===== config.mk =====
export PLATFORM = sky130hd
export DESIGN_NAME = rr_bus_arbiter8
export DESIGN_NICKNAME = d
export VERILOG_FILES = /design/src/rtl/rr_bus_arbiter8_pkg.sv /design/src/rtl/rr_bus_arbiter8_pick8.sv /design/src/rtl/rr_bus_arbiter8.sv
export SDC_FILE = /design/constraint.sdc
export NUM_CORES = 1
export LEC_CHECK = 0
export CORE_MARGIN = 2
export CORE_UTILIZATION = 36
export DETAILED_ROUTE_END_ITERATION = 8
export PLACE_DENSITY = 0.77
export SLEW_MARGIN = 25
export SYNTH_ARGS = -nofsm -noshare
export SYNTH_HDL_FRONTEND = slang
export SYNTH_SLANG_ARGS = --single-unit

===== constraint.sdc =====
create_clock -name clk -period 5.8 [get_ports clk]
set_input_delay 1.45 -clock clk [delete_from_list [all_inputs] [get_ports clk]]
set_output_delay 1.45 -clock clk [all_outputs]
set_load 0.005 [all_outputs]

===== src/rtl/rr_bus_arbiter8_pkg.sv =====
// rtl/rr_bus_arbiter8_pkg.sv - shared sizes, state encoding and helpers for the 8-way bus arbiter
package rr_bus_arbiter8_pkg;

  localparam int N_REQ = 8;
  localparam int SEL_W = 3;

  typedef enum logic {
    ST_IDLE = 1'b0,
    ST_BUSY = 1'b1
  } arb_state_e;

  function automatic logic [N_REQ-1:0] idx_to_onehot(input logic [SEL_W-1:0] idx);
    idx_to_onehot = N_REQ'(1) << idx;
  endfunction

endpackage


===== src/rtl/rr_bus_arbiter8_pick8.sv =====
// rtl/rr_bus_arbiter8_pick8.sv - rr_pick8: combinational rotating-priority picker, ptr has top priority
module rr_pick8
  import rr_bus_arbiter8_pkg::*;
(
  input  logic [N_REQ-1:0] req_masked,
  input  logic [SEL_W-1:0] ptr,
  output logic             any,
  output logic [SEL_W-1:0] idx
);

  logic [SEL_W-1:0] cand;

  // Walk offsets from farthest to nearest so the candidate closest to ptr is the last one kept.
  always_comb begin
    any  = 1'b0;
    idx  = '0;
    cand = '0;
    for (int i = N_REQ - 1; i >= 0; i--) begin
      cand = ptr + SEL_W'(i);
      if (req_masked[cand]) begin
        any = 1'b1;
        idx = cand;
      end
    end
  end

endmodule


===== src/rtl/rr_bus_arbiter8.sv =====
// rtl/rr_bus_arbiter8.sv - round-robin arbiter steering one of 8 requester words onto a valid/ready bus
// Optional burst locking is enabled by defining ARB_LOCK_EN.
module rr_bus_arbiter8
  import rr_bus_arbiter8_pkg::*;
#(
  parameter int WIDTH = 16
`ifdef ARB_LOCK_EN
  , parameter int MAX_BURST = 4
`endif
) (
  input  logic                   clk,
  input  logic                   reset,
  input  logic [N_REQ-1:0]       req,
  input  logic [N_REQ*WIDTH-1:0] data_in,
`ifdef ARB_LOCK_EN
  input  logic [N_REQ-1:0]       lock,
`endif
  input  logic                   out_ready,
  output logic [N_REQ-1:0]       grant,
  output logic [SEL_W-1:0]       sel,
  output logic                   out_valid,
  output logic [WIDTH-1:0]       out_data,
  output logic [N_REQ-1:0]       ack,
  output logic                   busy
);

  arb_state_e       state_q, state_d;
  logic [N_REQ-1:0] grant_q, grant_d;
  logic [SEL_W-1:0] sel_q, sel_d;
  logic             valid_q, valid_d;
  logic [SEL_W-1:0] ptr_q, ptr_d;
`ifdef ARB_LOCK_EN
  logic [7:0]       burst_cnt_q, burst_cnt_d;
`endif

  logic             xfer;
  logic             keep;
  logic [N_REQ-1:0] pick_req;
  logic [SEL_W-1:0] pick_ptr;
  logic             pick_any;
  logic [SEL_W-1:0] pick_idx;

  // A reset cycle never counts as a transfer, so a grant dropped by reset produces no ack.
  always_comb begin
    xfer     = valid_q & out_ready & ~reset;
    keep     = 1'b0;
`ifdef ARB_LOCK_EN
    keep     = xfer & lock[sel_q] & (burst_cnt_q < 8'(MAX_BURST - 1));
`endif
    pick_req = req;
    pick_ptr = ptr_q;
    if (state_q == ST_BUSY && xfer) begin
      pick_req = req & ~grant_q;
      pick_ptr = sel_q + SEL_W'(1);
    end
  end

  rr_pick8 u_pick (
    .req_masked (pick_req),
    .ptr        (pick_ptr),
    .any        (pick_any),
    .idx        (pick_idx)
  );

  always_comb begin
    state_d     = state_q;
    grant_d     = grant_q;
    sel_d       = sel_q;
    valid_d     = valid_q;
    ptr_d       = ptr_q;
`ifdef ARB_LOCK_EN
    burst_cnt_d = burst_cnt_q;
`endif
    case (state_q)
      ST_IDLE: begin
        if (pick_any) begin
          state_d = ST_BUSY;
          sel_d   = pick_idx;
          grant_d = idx_to_onehot(pick_idx);
          valid_d = 1'b1;
        end
      end
      ST_BUSY: begin
        if (xfer) begin
          if (keep) begin
`ifdef ARB_LOCK_EN
            burst_cnt_d = burst_cnt_q + 8'd1;
`endif
          end else begin
`ifdef ARB_LOCK_EN
            burst_cnt_d = '0;
`endif
            ptr_d = sel_q + SEL_W'(1);
            if (pick_any) begin
              sel_d   = pick_idx;
              grant_d = idx_to_onehot(pick_idx);
            end else begin
              state_d = ST_IDLE;
              grant_d = '0;
              valid_d = 1'b0;
            end
          end
        end else if (!req[sel_q]) begin
          state_d = ST_IDLE;
          grant_d = '0;
          valid_d = 1'b0;
`ifdef ARB_LOCK_EN
          burst_cnt_d = '0;
`endif
        end
      end
      default: begin
        state_d = ST_IDLE;
        grant_d = '0;
        valid_d = 1'b0;
      end
    endcase
  end

  always_ff @(posedge clk) begin
    if (reset) begin
      state_q     <= ST_IDLE;
      grant_q     <= '0;
      sel_q       <= '0;
      valid_q     <= 1'b0;
      ptr_q       <= '0;
`ifdef ARB_LOCK_EN
      burst_cnt_q <= '0;
`endif
    end else begin
      state_q     <= state_d;
      grant_q     <= grant_d;
      sel_q       <= sel_d;
      valid_q     <= valid_d;
      ptr_q       <= ptr_d;
`ifdef ARB_LOCK_EN
      burst_cnt_q <= burst_cnt_d;
`endif
    end
  end

  assign grant     = grant_q;
  assign sel       = sel_q;
  assign out_valid = valid_q;
  assign out_data  = data_in[int'(sel_q) * WIDTH +: WIDTH];
  assign ack       = grant_q & {N_REQ{xfer}};
  assign busy      = (state_q == ST_BUSY);

endmodule


==> results.json, run 1 <==
{
  "grt_pass1_wl_um": 17700,
  "ys_types": 66,
  "critical_path_class": "input port to flop",
  "maxSlewViolCount": 0,
  "worst_slew_pin_slew_ns": 0.760,
  "fin_crit_ns": 5.23,
  "hold_class": "flop to flop",
  "initial_core_util_pct": 36.9,
  "synth_flop_cell": "dfxtp_1",
  "fmax_ghz": 0.191,
  "drive_gt1_share_pct": 18.8,
  "p_clk_share_pct": 14.6,
  "postCtsSetupRepairBufs": 0,
  "drv_cap": 0,
  "cp.arrival_ns": 5.38,
  "whs_path_depth": 2,
  "hold_buffers": 0,
  "synthTopCellsByCount": "mux4_2, mux2_2, nor2_1",
  "peakVddDrop_uv": 217,
  "vias": 3475,
  "port_buffers": 175,
  "coreArea_um2": 8180,
  "synthDominantCellAreaShare_pct": 26.1,
  "ff2ff_path_depth": 11,
  "p_comb_share_pct": 67.0,
  "num-nets-final": 632,
  "drtIter0Drc": 212,
  "fin_skew_ns": 0.00585,
  "cts_buffers": 3,
  "grt_overflow": 0,
  "cts_buffer_depth": 2,
  "ys_async_sr_fraction_pct": 0,
  "p_int_mw": 0.454,
  "worst_setup_path_start_kind": "input port",
  "gp_congestion": 0.957,
  "hold_violations": 0,
  "ys_seq_elements": 16,
  "antenna_left": 0,
  "die-height_um": 95.5,
  "reg2reg_slack_ns": 1.75,
  "synth_fp_nets": 465,
  "fin_setup_tns_ns": 0,
  "syn_inst": 323,
  "synth.most_common_cell": "mux4_2",
  "antenna_found_initial": 0,
  "dpl.hpwl_um": 10000,
  "seqPwrFrac_pct": 18.4,
  "power_density_nw_per_um2": 141,
  "grt_use_met1_pct": 34.3,
  "cts-htree-levels": 1,
  "routedWlPerCell_um": 20.4,
  "cp.required_ns": 5.95,
  "slew_headroom_pct": 49.0,
  "numClockSinks": 16,
  "synth_seq_area_share_pct": 10.6,
  "synth_edf_count": 0,
  "grt_use_met3_pct": 7.04,
  "cts_resized": 0,
  "outcome": "complete, no violations",
  "synthTopCellsByArea": "mux4_2, mux2_2, dfxtp_1, a211oi_1, nor2_1",
  "die-width_um": 95.5,
  "cts_root_buffer": "clkbuf_8",
  "grt_pass1_vias": 3371,
  "grt_start_max_net_pins": 48,
  "rows": 33,
  "area_growth_pct": 63.0,
  "clk_pin_slew_ns": 0.06,
  "drc": 0,
  "wirelength_um": 12100,
  "avgSynthCellArea_um2": 9.34,
  "yosysTopAreaCell": "mux4_2",
  "syn_area_um2": 3020,
  "finalPower_mw": 0.695,
  "via_per_inst": 5.85,
  "setup_viol": 0,
  "diodes": 0,
  "crit_fanout": 13,
  "power.leakage_nw": 1.67,
  "cts_tree": "done",
  "rsz0062_at_grt": "no",
  "use_met2_pct": 40.6,
  "clkLatencyLatePin_ns": 0.25,
  "grt_usage_pct": 25.0,
  "die_area_um2": 9130,
  "period_share_pct": 90.1,
  "swShare_pct": 34.6,
  "top_usage_layer": "met2",
  "firstDrtPassIters": 5,
  "end_kind": "flop",
  "io_pins": 176,
  "switching_power_mw": 0.241,
  "synth_warnings": 0
}
## registers in the layout, indices dropped and copies added, names as in the netlist
name,count
busy,1
grant,8
out_valid,1
ptr_q,3
sel,3
## final timing paths
path	to	startpoint
max	grant[3]$_SDFFE_PP0P_	reset
min	grant[5]$_SDFFE_PP0P_	grant[5]$_SDFFE_PP0P_
max reg2reg	grant[2]$_SDFFE_PP0P_	sel[0]$_SDFFE_PP0P_
min reg2reg	grant[5]$_SDFFE_PP0P_	grant[5]$_SDFFE_PP0P_
## final cells by class
class	count	area, um2
well taps	105	131
multi-input cells	270	2530
clock buffers	4	55.1
repair buffers	184	1820
inverters	15	56.3
fillers	687	3260
flip-flops and latches	16	322
## worst max-delay path, stage by stage
cell and delay, ns:
clkdlybuf4s50_1 0.53, and4b_1 0.35, buf_4 0.22, mux2i_2 0.52, buf_4 0.31, xnor2_2 0.23, mux2_2 0.40, a211oi_1 0.29
o21ai_0 0.13, a32oi_1 0.38, nand4b_1 0.26, o32ai_1 0.30
## placed cells by master (no fill, tap or decap), types with 5 or more instances in the layout
cell,count
nor3b_1,8
mux4_2,35
a21oi_1,11
nand3b_1,7
clkdlybuf4s50_1,175
a211oi_1,18
nand2_1,8
nor2_1,28
dfxtp_1,15
mux2i_1,5
buf_4,9
nand3_1,8
nor2b_1,15
nor3_1,6
mux2_2,29
inv_1,13
o21ai_0,14
## power groups by stage
stage / clock, mW / combinational (mW) / sequential, mW
after floorplan: 0 / 0.254 / 0.127
after detailed placement: 0 / 0.461 / 0.130
after global placement: 0 / 0.458 / 0.130
final: 0.101 / 0.466 / 0.128
after global routing: 0.108 / 0.501 / 0.129
after CTS: 0.101 / 0.465 / 0.128
## layer usage
metal  part of all wire, %  wire (um)
met2                    49       5950
met1                    41       4980
met4                  0.49         59
met3                   9.1       1100
met5                     0          0
## logic make-up (layout without fill, tap and decap cells)
logic type      count (synthesis)  after routing  share of synthesized area [%]
buf+inv                        37            203                           5.43
mux                            73             73                           40.4
flops                          16             16                           10.6
simple gates                  103            103                           19.0
compound gates                 86             86                           21.4
xor+xnor                        5              5                           1.95
fa+ha+maj                       3              3                           1.24
## per-stage QoR
| step | setup slack, ns | std cells | area (um2) | util [%] | hold WS (ns) |
|---|---|---|---|---|---|
| global placement | 0.552 | 590 | 4860 | 59.5 | 0.516 |
| finish | 0.575 | 594 | 4920 | 60.1 | 0.530 |
| global route | 0.376 | 594 | 4920 | 60.1 | 0.559 |
| floorplan | 1.05 | 323 | 3020 | - | 0.484 |
| detailed placement | 0.460 | 590 | 4860 | 59.5 | 0.518 |
| CTS | 0.693 | 594 | 4920 | 60.1 | 0.528 |
Power figures use the tool's default switching activity.
==> inputs of run 2 (changes only) <==
CORE_ASPECT_RATIO = 0.8   (was not set)
CORE_UTILIZATION = 39   (was 36)
PLACE_DENSITY = 0.82   (was 0.77)
==> results.json, run 2 (synthesis results as in run 1) <==
{
  "grt_pass1_vias": 3352,
  "p_comb_share_pct": 67.3,
  "postPlaceCellArea_um2": 4850,
  "drtIter0Drc": 316,
  "outcome": "complete, no violations",
  "die-height_um": 82.7,
  "area_growth_pct": 62.7,
  "grt_usage_pct": 28.5,
  "final_common_cell": "clkdlybuf4s50_1",
  "grt_overflow": 0,
  "die-width_um": 102,
  "postCtsSetupRepairBufs": 0,
  "dp_cells": 589,
  "fin_crit_ns": 5.25,
  "cts_tree": "done",
  "worst_slew_pin_slew_ns": 0.915,
  "cts_resized": 0,
  "firstDrtPassIters": 6,
  "fin_skew_ns": 0.00543,
  "via_per_inst": 5.92,
  "gp_congestion": 0.939,
  "hold_class": "flop to flop",
  "num-nets-final": 631,
  "use_met2_pct": 45.5,
  "fmax_ghz": 0.190,
  "cts_root_buffer": "clkbuf_8",
  "power.leakage_nw": 1.66,
  "top_usage_layer": "met2",
  "whs_path_depth": 2,
  "cts_buffer_depth": 2,
  "slew_headroom_pct": 38.2,
  "hold_violations": 0,
  "vias": 3508,
  "p_int_mw": 0.454,
  "period_share_pct": 90.6,
  "seqPwrFrac_pct": 18.4,
  "crit_fanout": 8,
  "cp.arrival_ns": 5.40,
  "fin_util_pct": 65.8,
  "largest_reg_flops": 8,
  "peakVddDrop_uv": 207,
  "die_area_um2": 8460,
  "initial_core_util_pct": 40.4,
  "rsz0062_at_grt": "no",
  "grt_pass1_wl_um": 18300,
  "diodes": 0,
  "ff2ff_path_depth": 11,
  "maxSlewViolCount": 0,
  "io_pins": 176,
  "layout.cells.non_filler": 593,
  "fin_area_um2": 4910,
  "grt_use_met1_pct": 40.6,
  "antenna_found_initial": 0,
  "end_kind": "flop",
  "drc": 0,
  "coreArea_um2": 7460,
  "clk_pin_slew_ns": 0.06,
  "cp.required_ns": 5.95,
  "critical_path_class": "input port to flop",
  "switching_power_mw": 0.248,
  "grt_start_max_net_pins": 48,
  "port_buffers": 175,
  "numClockSinks": 16,
  "drive_gt1_share_pct": 18.6,
  "fillers": 601,
  "dpl.hpwl_um": 10900,
  "clkLatencyLatePin_ns": 0.25,
  "setup_viol": 0,
  "antenna_left": 0,
  "power_density_nw_per_um2": 143,
  "drv_cap": 0,
  "cts_buffers": 3,
  "p_clk_share_pct": 14.3,
  "hold_buffers": 0,
  "routedWlPerCell_um": 22.2,
  "cts-htree-levels": 1,
  "wirelength_um": 13100,
  "grt_use_met3_pct": 4.04,
  "rows": 28,
  "swShare_pct": 35.3,
  "worst_setup_path_start_kind": "input port",
  "layout_common_cells": "clkdlybuf4s50_1, mux4_2, mux2_2",
  "fin_setup_tns_ns": 0
}
==> run 2: area by class of cell <==
class                      instances  area, um2  share of cell area [%]
clock buffer                       4       55.1                    1.12
inverter                          15       56.3                    1.15
multi-input combinational        270       2530                    51.6
sequential                        16        322                    6.55
tap                              105        131                    2.68
timing repair buffer             183       1810                    36.9
==> run 2: worst max-delay path: stages <==
cell and delay (ns):
clkdlybuf4s50_1 0.53, and4b_1 0.29, mux2_4 0.26, inv_2 0.10
ha_1 0.27, xnor2_1 0.47, mux2_2 0.43, mux2_4 0.30
or4_1 0.63, o31ai_4 0.33, nand2b_1 0.18, o32ai_1 0.16
==> run 2: power by group through the flow <==
stage | sequential (mW) | combinational (mW) | clock [mW]
after floorplan | 0.127 | 0.254 | 0
after global placement | 0.131 | 0.459 | 0
after detailed placement | 0.131 | 0.466 | 0
after CTS | 0.129 | 0.469 | 0.0995
after global routing | 0.130 | 0.502 | 0.104
final | 0.129 | 0.472 | 0.100
==> run 2: per-layer routing <==
metal  vias to the layer above  part of all wire (%)
met5                         -                     0
met4                         0                   2.6
met3                        24                   8.2
met2                       181                    47
met1                      1683                    42
li1                       1620                     -
==> run 2: path summary, 6_finish.rpt <==
path,from,end,slack (ns)
hold / removal,grant[1]$_SDFFE_PP0P_,grant[1]$_SDFFE_PP0P_,0.56
setup / recovery,out_ready,grant[7]$_SDFFE_PP0P_,0.55
hold reg to reg,grant[1]$_SDFFE_PP0P_,grant[1]$_SDFFE_PP0P_,0.56
setup reg to reg,sel[0]$_SDFFE_PP0P_,grant[6]$_SDFFE_PP0P_,1.58
==> run 2: metrics by stage <==
step	hold WS (ns)	total power [mW]	worst slack, ns
finish	0.561	0.702	0.546
global route	0.591	0.736	0.379
CTS	0.550	0.697	0.613
detailed placement	0.539	0.597	0.368
global placement	0.543	0.589	0.525
floorplan	0.484	0.381	1.05
==> inputs of run 3 (changes only) <==
CORE_UTILIZATION = 42   (was 39)
DONT_BUFFER_PORTS = 1   (was not set)
PLACE_DENSITY = 0.56   (was 0.82)
==> results.json, run 3 (synthesis results as in run 1) <==
{
  "worst_slew_pin_slew_ns": 0.885,
  "clkLatencyLatePin_ns": 0.25,
  "fin_skew_ns": 0.00322,
  "setup_viol": 0,
  "crit_slowest_cell": "and4b_1",
  "io_pins": 176,
  "fin_crit_ns": 5.04,
  "crit_chain": "and4b_1 -> mux2_4 -> inv_2 -> ha_1 -> xnor2_1 -> mux2_2 -> mux2_4 -> or4_1 -> o31ai_4 -> nand2b_1 -> o32ai_1",
  "diodes": 0,
  "gp_congestion": 0.901,
  "port_buffers": 0,
  "grt_start_max_net_pins": 48,
  "routedWlPerCell_um": 25.8,
  "drc": 0,
  "postCtsSetupRepairBufs": 0,
  "firstDrtPassIters": 5,
  "cts_tree": "done",
  "die-width_um": 98.8,
  "cp.arrival_ns": 5.19,
  "whs_path_depth": 2,
  "via_per_inst": 7.13,
  "peakVddDrop_uv": 166,
  "multi_input_area_um2": 2530,
  "r2r-start": "busy$_SDFF_PP0_",
  "slew_headroom_pct": 40.2,
  "initial_core_util_pct": 43.6,
  "grt_pass1_vias": 2607,
  "vias": 2832,
  "antenna_left": 0,
  "hold_class": "flop to flop",
  "p_clk_share_pct": 18.3,
  "switching_power_mw": 0.212,
  "antenna_found_initial": 0,
  "wirelength_um": 10200,
  "crit_fanout": 18,
  "cts_buffers": 3,
  "cts_resized": 0,
  "whs_ns": 0.585,
  "path_buf_inv": 1,
  "rsz0062_at_grt": "no",
  "seqCellArea_um2": 322,
  "dpl.hpwl_um": 8370,
  "fin_setup_tns_ns": 0,
  "critical_path_class": "input port to flop",
  "die-height_um": 79.8,
  "hold_end": "out_valid$_SDFFE_PP0P_",
  "period_share_pct": 86.9,
  "hold_buffers": 0,
  "end_kind": "flop",
  "swShare_pct": 39.4,
  "p_int_mw": 0.326,
  "grt_usage_pct": 24.1,
  "layout_common_cells": "mux4_2, mux2_2, nor2_1",
  "cp.required_ns": 5.95,
  "rows": 27,
  "hold_violations": 0,
  "drv_cap": 0,
  "outcome": "complete, no violations",
  "r2r_end": "grant[5]$_SDFFE_PP0P_",
  "p_comb_share_pct": 57.5,
  "final_common_cell": "mux4_2",
  "reg2reg_slack_ns": 1.43,
  "coreArea_um2": 6930,
  "drtIter0Drc": 199,
  "die_area_um2": 7880,
  "crit_family": "simple AND/OR/NAND/NOR gates",
  "fmax_ghz": 0.198,
  "fillers": 678,
  "cpMostUsedCell": "mux2_4",
  "critPathMaxStageDelay_ns": 0.63,
  "drive_gt1_share_pct": 28.4,
  "hp-start": "out_valid$_SDFFE_PP0P_",
  "power_density_nw_per_um2": 173,
  "maxSlewViolCount": 0,
  "worst_setup_path_start_kind": "input port",
  "largest_reg_flops": 8,
  "cts_buffer_depth": 2,
  "area_growth_pct": 3.15,
  "seqPwrFrac_pct": 24.2,
  "power.leakage_nw": 0.971,
  "num-nets-final": 453,
  "ff2ff_path_depth": 11,
  "clk_pin_slew_ns": 0.06,
  "cts-htree-levels": 1,
  "grt_pass1_wl_um": 15000,
  "grt_overflow": 0,
  "numClockSinks": 16,
  "cts_root_buffer": "clkbuf_8"
}
==> run 3: cell count changes in the layout (fill, tap and decap cells not counted), sizes merged <==
| cell | before | now |
|---|---|---|
| clkdlybuf4s50 | 175 | 0 |
| buf | 8 | 5 |
==> run 3: how the worst max path moves through the flow <==
stage               cells after the start  slack, ns  startpoint                     to
CTS                                    11       0.84       reset  grant[5]$_SDFFE_PP0P_
global placement                       11       0.69       reset    sel[2]$_SDFFE_PP0P_
finish                                 11       0.76       reset  grant[5]$_SDFFE_PP0P_
detailed placement                     11       0.59       reset  grant[5]$_SDFFE_PP0P_
global route                           11       0.57       reset  grant[5]$_SDFFE_PP0P_
floorplan                              11       1.05       reset  grant[0]$_SDFFE_PP0P_
==> run 3: power groups by stage <==
stage          combinational [mW]  sequential (mW)  clock [mW]
6_report                    0.309            0.130      0.0982
3_3_place_gp                0.305            0.132           0
2_1_floorplan               0.254            0.127           0
5_1_grt                     0.335            0.132       0.106
4_1_cts                     0.307            0.130      0.0990
3_5_place_dp                0.305            0.132           0
==> run 3: tightest hold or removal path, delay by kind of cell (launching register included) <==
family / cells / cell delay (ns)
AOI/OAI and AO/OA: 2 / 0.17
DFF: 1 / 0.37
==> run 3: area by class of cell <==
type	instances	share of cell area, %
repair buffers	5	1.21
flip-flops and latches	16	10.3
clock buffers	4	1.77
multi-input cells	270	81.4
inverters	15	1.81
well taps	87	3.50
==> run 3: routing by layer <==
| metal | GRT usage, % | share of wire, % | up-vias |
|---|---|---|---|
| met4 | 1.64 | 0.67 | 0 |
| li1 | - | - | 1267 |
| met1 | 37.7 | 45 | 1396 |
| met5 | 0 | 0 | - |
| met2 | 33.2 | 42 | 165 |
| met3 | 7.88 | 12 | 4 |
==> run 3: stage by stage <==
step | utilization (%) | cells | power (mW) | instance area (um2) | setup slack, ns
final | 44.9 | 397 | 0.538 | 3110 | 0.761
after global routing | 44.9 | 397 | 0.572 | 3110 | 0.566
after CTS | 44.9 | 397 | 0.535 | 3110 | 0.844
after detailed placement | 44.1 | 393 | 0.437 | 3060 | 0.590
after global placement | 44.1 | 393 | 0.437 | 3060 | 0.694
after floorplan | - | 323 | 0.381 | 3020 | 1.05
